--- src/rtl/song_sequencer.sv ---
// song_sequencer: auto-play note sequencer that walks an external song ROM
// and emits timed note codes plus a one-hot LED pattern for the Buzzer.
module song_sequencer #(
  parameter int TICK_DIV  = 12_500_000,
  parameter int GAP_TICKS = 1,
  parameter int NUM_SONGS = 4,
  parameter int STEP_W    = 5
) (
  input  logic              clk,
  input  logic              rst_n,
  input  logic              play_en,
  input  logic [1:0]        song_select,
  output logic [STEP_W+1:0] rom_addr,
  input  logic [7:0]        rom_data,
  output logic [3:0]        note_out,
  output logic [6:0]        led_out,
  output logic [1:0]        song_idx,
  output logic              playing
);
  localparam int TW = TICK_DIV > 1 ? $clog2(TICK_DIV) : 1;
  localparam int NW = $clog2((GAP_TICKS > 15 ? GAP_TICKS : 15) + 1);
  typedef enum logic [1:0] {IDLE, FETCH, PLAY, GAP} state_t;
  state_t state, state_nx;
  logic [1:0] sel_q, rise;
  logic [STEP_W-1:0] step;
  logic [3:0] note, dur;
  logic [TW-1:0] tcnt;
  logic [NW-1:0] tn;
  logic done, nxt, prv, chg, tick_end, play_done, gap_done, entry;
  assign rise      = song_select & ~sel_q;
  assign nxt       = rise == 2'b01;
  assign prv       = rise == 2'b10;
  assign chg       = nxt | prv;
  assign tick_end  = tcnt == TW'(TICK_DIV - 1);
  assign play_done = tick_end && tn == NW'(dur - 4'd1);
  assign gap_done  = tick_end && tn == NW'(GAP_TICKS - 1);
  assign entry     = state_nx != state;
  assign rom_addr  = {song_idx, step};
  assign playing   = state != IDLE;
  assign note_out  = state == PLAY ? note : 4'd0;
  assign led_out   = (note_out == 4'd0 || note_out == 4'd15) ? 7'd0 :
                     7'd1 << (note_out > 4'd7 ? note_out - 4'd8 : note_out - 4'd1);
  always_ff @(posedge clk or negedge rst_n)
    if (!rst_n) state <= IDLE;
    else state <= state_nx;
  always_comb begin
    state_nx = state;
    if (state != IDLE && !play_en) state_nx = IDLE;
    else if (state != IDLE && chg) state_nx = FETCH;
    else
      case (state)
        IDLE:  state_nx = (play_en && !done) ? FETCH : IDLE;
        FETCH: state_nx = rom_data[3:0] == 4'd0 ? IDLE : PLAY;
        PLAY:  state_nx = play_done ? GAP : PLAY;
        GAP:   state_nx = gap_done ? (&step ? IDLE : FETCH) : GAP;
        default: state_nx = IDLE;
      endcase
  end
  always_ff @(posedge clk or negedge rst_n)
    if (!rst_n) begin
      sel_q    <= '0;
      song_idx <= '0;
      step     <= '0;
      note     <= '0;
      dur      <= '0;
      tcnt     <= '0;
      tn       <= '0;
      done     <= 1'b0;
    end else begin
      sel_q <= song_select;
      if (nxt) song_idx <= song_idx == 2'(NUM_SONGS - 1) ? 2'd0 : song_idx + 2'd1;
      else if (prv) song_idx <= song_idx == 2'd0 ? 2'(NUM_SONGS - 1) : song_idx - 2'd1;
      if (chg || (state != IDLE && state_nx == IDLE)) step <= '0;
      else if (state == GAP && state_nx == FETCH) step <= step + STEP_W'(1);
      if (state == FETCH) {note, dur} <= rom_data;
      // tick counters only run inside PLAY/GAP and restart on every state entry
      tcnt <= (entry || !(state == PLAY || state == GAP) || tick_end) ? '0 : tcnt + TW'(1);
      tn   <= (entry || !(state == PLAY || state == GAP)) ? '0 : tick_end ? tn + NW'(1) : tn;
      // a natural song end blocks restart until play_en is dropped
      done <= play_en && (done || (state != IDLE && state_nx == IDLE));
    end
endmodule

--- config.mk ---
export PLATFORM = sky130hd
export DESIGN_NAME = song_sequencer
export DESIGN_NICKNAME = d
export VERILOG_FILES = /design/src/rtl/song_sequencer.sv
export SDC_FILE = /design/constraint.sdc
export NUM_CORES = 1
export LEC_CHECK = 0
export ABC_AREA = 1
export CAP_MARGIN = 20
export CORE_ASPECT_RATIO = 1.1
export CORE_MARGIN = 10
export CORE_UTILIZATION = 50
export CTS_CLUSTER_DIAMETER = 150
export CTS_CLUSTER_SIZE = 8
export DETAILED_ROUTE_END_ITERATION = 8
export HOLD_SLACK_MARGIN = 0.06
export PLACE_DENSITY = 0.72
export SYNTH_ARGS = -nofsm -noshare
export SYNTH_HDL_FRONTEND = slang
export SYNTH_SLANG_ARGS = --single-unit
--- constraint.sdc ---
create_clock -name clk -period 2.4 [get_ports clk]
set_input_delay 0.24 -clock clk [delete_from_list [all_inputs] [get_ports clk]]
set_output_delay 0.24 -clock clk [all_outputs]
set_load 0.02 [all_outputs]
# Word level (Yosys, flattened, before mapping)
# Index checks and enable logic that the tools add are counted.
totals:
  latch_bits: 0
  mem_count: 0
  elab_cells: 81
  reg_bits: 48
  ramBits: 0
  output_inout_bits: 21
  rom_bits: 0
op_classes:
  div: 0
  bitwise_logic: 3
  mux: 20
  reduce_logical: 28
  n_addsub: 8
  eq_ne: 11
  shift: 1
  n_mul: 0
  n_lt_le_gt_ge: 1
op_table:
  columns: ["cell", "n"]
  rows:
  - ["adder 24 x 1 -> 24 bit (second input constant)", 1]
  - ["== test 24 bit (second input constant)", 1]
  - ["2-to-1 mux 24 bit", 1]
  - ["2-to-1 mux 2 bit", 8]
  - ["2-to-1 mux 4 bit", 4]
  - ["logical NOT 4 bit", 3]
  - ["2-to-1 mux 5 bit", 2]
  - ["== test 2 bit (second input constant)", 4]
  - ["logical AND 1 bit", 8]
  - ["one-hot mux 2 bit (4 select lines)", 1]
  - ["nonzero test 2 bit", 4]
  - ["subtractor 4 x 1 -> 4 bit (second input constant)", 2]
  - ["2-to-1 mux 7 bit", 1]
  - ["<< shifter 1 x 4 -> 7 bit (first input constant)", 1]
  - ["== test 2 x 1 -> 1 bit (second input constant)", 3]
  - ["logical NOT 2 bit", 3]
  - ["logical OR 1 bit", 6]
  - ["adder 5 x 1 -> 5 bit (second input constant)", 1]
  - ["AND reduction 5 bit", 1]
  - ["adder 4 x 1 -> 4 bit (second input constant)", 1]
  - ["== test 4 bit", 1]
  - ["== test 4 bit (second input constant)", 1]
  - ["> comparator 4 x 3 -> 1 bit (second input constant)", 1]
  - ["subtractor 4 bit (second input constant)", 1]
  - ["8 further kinds", 12]

# Longest topological paths before layout
logic_depth:
  depth_word: 11
  mapped_depth: 15
  depth_no_buf: 15

# Least setup slack after synthesis
# Ideal clock, no wire load.
synth_timing:
  kind: "register to output"
  startpoint: "register state[0]"
  endpoint: "output led_out[6]"
  path_stages_with_launch: 10
  required_time_ns: 2.160
  setup_slack_ns: -0.203
  arrival_time_ns: 2.363
  path_cell_list: "dfrtp_1 inv_2 nand2_1 nor2_1 inv_1 ha_1 or2_2 o21ai_0 nand3_1 nor3_1"
synth_via:
  elab_chain_len: 6
  word_cells_on_any_way: 11
synth_rtl:
  columns: ["item", "line_no", "text"]
  rows:
  - ["start: declaration", "23", "state_t state, state_nx;"]
  - ["start signal: assignment", "45", "else state <= state_nx;"]
  - ["== test 2 bit (*)", "40", "assign note_out = state == PLAY ? note : 4'd0;"]
  - ["2-to-1 mux 4 bit (*)", "40", null]
  - ["net note_out[1]", "15", "output logic [3:0] note_out,"]
  - ["subtractor 4 x 1 -> 4 bit (tied with other cells)", "42", "7'd1 << (note_out > 4'd7 ? note_out - 4'd8 : note_out - 4'd1);"]
  - ["2-to-1 mux 4 bit", "42", null]
  - ["<< shifter 1 x 4 -> 7 bit", "42", null]
  - ["2-to-1 mux 7 bit (*)", "41", "assign led_out = (note_out == 4'd0 || note_out == 4'd15) ? 7'd0 :"]
  - ["end: declaration", "16", "output logic [6:0] led_out,"]
# Mark *: on every way through the listed nets, which the timed path passes. The rest lies on a longest branch.

# Final worst setup path
layout_timing:
  startpoint: "register state[0]"
  endpoint: "output led_out[3]"
layout_via:
  elab_chain_len: 6
  word_cells_on_any_way: 11
layout_rtl:
  columns: ["item", "line_no"]
  rows:
  - ["== test 2 bit (*)", "40"]
  - ["2-to-1 mux 4 bit (*)", "40"]
  - ["subtractor 4 x 1 -> 4 bit (tied with other cells)", "42"]
  - ["2-to-1 mux 4 bit", "42"]
  - ["<< shifter 1 x 4 -> 7 bit", "42"]
  - ["2-to-1 mux 7 bit (*)", "41"]
# Every way passes the cells marked *; elsewhere a longest branch is shown, timed or not.

==> impl_metrics.ini <==
[die]
design.core.area_sq_um = 5769
initial_core_util_pct = 51.53
num_io_pins = 34
dieArea_sq_um = 9433
die_h_microns = 100.9
die_w_microns = 93.52
rows = 29

[flow_run]
maxCapViolCount = 0

[sta]
tns_ns = 0
clock.fmax_ghz = 0.4334
fin_skew_ns = 0.009342
fin_crit_sh_pct = 96.14
hold_viol = 0
relSlewSlack_pct = 64.00
setup_viol = 0
fin_crit_ns = 2.307
rsz0062_at_grt = yes
finalWorstSetupSlack_ns = 0.09260
drv_slew = 0
worstMarginPinSlew_ns = 0.5400

[synthesis]
syn_area_sq_um = 2973
yosysSeqAreaShare_pct = 40.40
yosys.cell_types.count = 34
syn_area_per_cell_sq_um = 7.970
yosysWarnings = 0
ys_ff_latch = 48
syn_nets = 399
synth_cells = 373

[global_route]
grt_pass1_vias = 2518
grtUsageTotal_pct = 14.11
grt_max_degree = 25
grt_antenna_before_repair = 0
grt_pass1_wl_microns = 11120
globalRouteOverflowTotal = 0

[power]
p_leak_nw = 1.644
power_density_nw_per_um2 = 720.9
ir_drop_uv = 748.4

[clock_network]
cts_tree = done
clock_latency_ns = 0.31
cts_buffers = 5
cts_buffer_depth = 2
cts-htree-levels = 2
cts.clk_slew.worst_paths_ns = 0.09
clock-sinks = 48
cts_root_buffer = clkbuf_8

[layout]
diodes = 0
finish.utilization_pct = 63.44
stdcell_count = 507
stdcell_area_sq_um = 3660
layout-area-overhead-vs-synth_pct = 23.11
multi_input_area_sq_um = 1569
n_fill_cell = 510
regArea_sq_um = 1201
nets = 455
drive_above_1_share_pct = 20.23

[drt]
wl_per_cell_microns = 12.63
drcViolationCount = 0
first_iter_violations = 91
ant_nets = 0
vias = 2494
drtPass1Iterations = 4
postRouteWirelength_microns = 6402
via_per_inst = 4.919

[setup_path]
cp-end-kind = primary output
worstReg2RegStart = tcnt[0]
crit_fanout = 4
r2r-end = tcnt[16]
worstSetupStartpointType = flop
critical_path_class = reg2out
crit_arrival_ns = 2.07
rrSetupSlack_ns = 0.29
worstPathRequired_ns = 2.16
rr_worst_depth = 11

[placement]
portBuffers = 33
pre_cts_ws_ns = -0.1560
place.gp.congestion = 0.8579
postPlaceCellArea_sq_um = 3508
place_inst = 495
hpwl_microns = 5010

[min_path]
hold-path-endpoint = sel_q[0]
hold_start = song_select[0]
hold_depth = 1
hold_path_class = in2reg

[run_status]
outcome = complete, no violations
## repair_timing
| action | 4_1_cts | 5_1_grt |
|---|---|---|
| hold buffers | 1 | 0 |
| endpoints found under the hold margin | 22 | 0 |
| pin swaps | 0 | 4 |
| gates resized for setup | 30 | 16 |
| setup buffers | 0 | 3 |
| cloned | 0 | 0 |
| setup endpoints to repair | 7 | 10 |
## per-stage QoR
stage / hold WS [ns] / power [W]
after detailed placement: 0.2519 / 0.002050
after CTS: 0.3796 / 0.002592
after floorplan: -0.05559 / 0.001676
final: 0.3939 / 0.002638
after global routing: 0.3793 / 0.002842
after global placement: 0.2537 / 0.002013
## Yosys cell counts, drive strengths merged
library cell | count | area [sq um]
o21bai | 1 | 7.510
xnor2 | 5 | 43.79
nand3 | 23 | 145.1
buf | 6 | 50.04
a2bb2oi | 1 | 8.760
xor2 | 15 | 131.4
a31oi | 2 | 12.51
nand3b | 2 | 15.01
or2 | 1 | 6.260
a21o | 1 | 7.510
nor3b | 3 | 22.52
inv | 56 | 210.2
ha | 13 | 162.7
clkbuf | 1 | 3.750
nor3 | 19 | 126.4
nor2 | 64 | 295.3
a21oi | 15 | 75.07
dfrtp | 48 | 1201
nand2 | 69 | 274.0
mux2 | 2 | 22.52
nand4 | 14 | 87.58
o21ai | 9 | 45.04
nor4 | 3 | 18.77
## worst max-delay path, cell delays in order, from the launching register on
cell	delay, ns
dfrtp_1	0.40
inv_2	0.08
nand2_2	0.06
nor2_2	0.13
inv_2	0.05
ha_2	0.15
nor3b_2	0.16
a31oi_2	0.23
buf_4	0.15
nand3_1	0.05
nor2_1	0.13
buf_4	0.16
## cells in the final DEF, fill, tap and decap left out, types with 2 or more instances in the layout
cell type / synthesis / routed
buf_4: 3 / 24
ha_1: 13 / 12
inv_2: 4 / 6
clkdlybuf4s50_1: 0 / 25
nand3_4: 2 / 2
nand3b_1: 2 / 2
mux2_2: 2 / 2
clkbuf_8: 0 / 6
nor3_2: 4 / 6
dfrtp_1: 48 / 48
nor3_1: 14 / 12
o21ai_0: 9 / 8
nor2_1: 48 / 45
nor3b_2: 0 / 2
xnor2_1: 5 / 5
clkinvlp_4: 0 / 2
nand3_1: 20 / 20
nor2_2: 13 / 15
nor2_4: 3 / 4
a21oi_1: 15 / 14
xor2_1: 15 / 15
nand2_1: 65 / 64
nand2_2: 3 / 4
nor4_1: 3 / 3
nand4_1: 14 / 14
buf_2: 1 / 5
inv_1: 52 / 50
## worst max path at each step
stage | start | endpoint | slack, ns | cells after the start
CTS | state[0] | led_out[5] | 0.0009 | 11
finish | state[0] | led_out[3] | 0.09 | 11
detailed placement | state[0] | led_out[6] | -0.16 | 10
global placement | state[0] | led_out[6] | -0.07 | 10
global route | state[0] | led_out[3] | -0.06 | 11
floorplan | state[0] | led_out[2] | 0.09 | 9
## routing by layer
metal  vias to the layer above  GRT usage, %  wire, microns
li1                       1300             -              -
met1                      1154         16.56           2814
met2                        31         24.65           3209
met3                         9         3.651            269
met4                         0         3.919            108
met5                         -             0              0
## layout make-up
cell class | instances | share of cell area [%]
tap | 77 | 2.632
clock buffer | 6 | 2.256
timing repair buffer | 56 | 13.26
clock inverter | 2 | 0.4103
multi-input combinational | 262 | 42.87
sequential | 48 | 32.82
inverter | 56 | 5.744
## state kept, by name, indices dropped and copies added (netlist names)
| register | cells |
|---|---|
| state | 2 |
| dur | 4 |
| tcnt | 24 |
| tn | 4 |
| done | 1 |
| note | 4 |
| sel_q | 2 |
| song_idx | 2 |
| step | 5 |
## power breakdown
group / leakage [nW] / internal, W / switching (W) / total (W)
clock network: 0.0434 / 0.000234 / 0.000279 / 0.000513
registers: 0.637 / 0.000915 / 0.0000785 / 0.000993
logic: 0.963 / 0.000490 / 0.000642 / 0.00113
## logic make-up (layout without fill, tap and decap cells)
group / after synthesis / count (layout) / synth area share, %
fa+ha+maj: 13 / 13 / 5.472
compound gates: 29 / 29 / 5.261
flops: 48 / 48 / 40.40
simple gates: 198 / 198 / 33.33
buf+inv: 63 / 120 / 8.880
mux: 2 / 2 / 0.7575
xor+xnor: 20 / 20 / 5.892
Note: power is estimated with default switching activity, not from simulation.
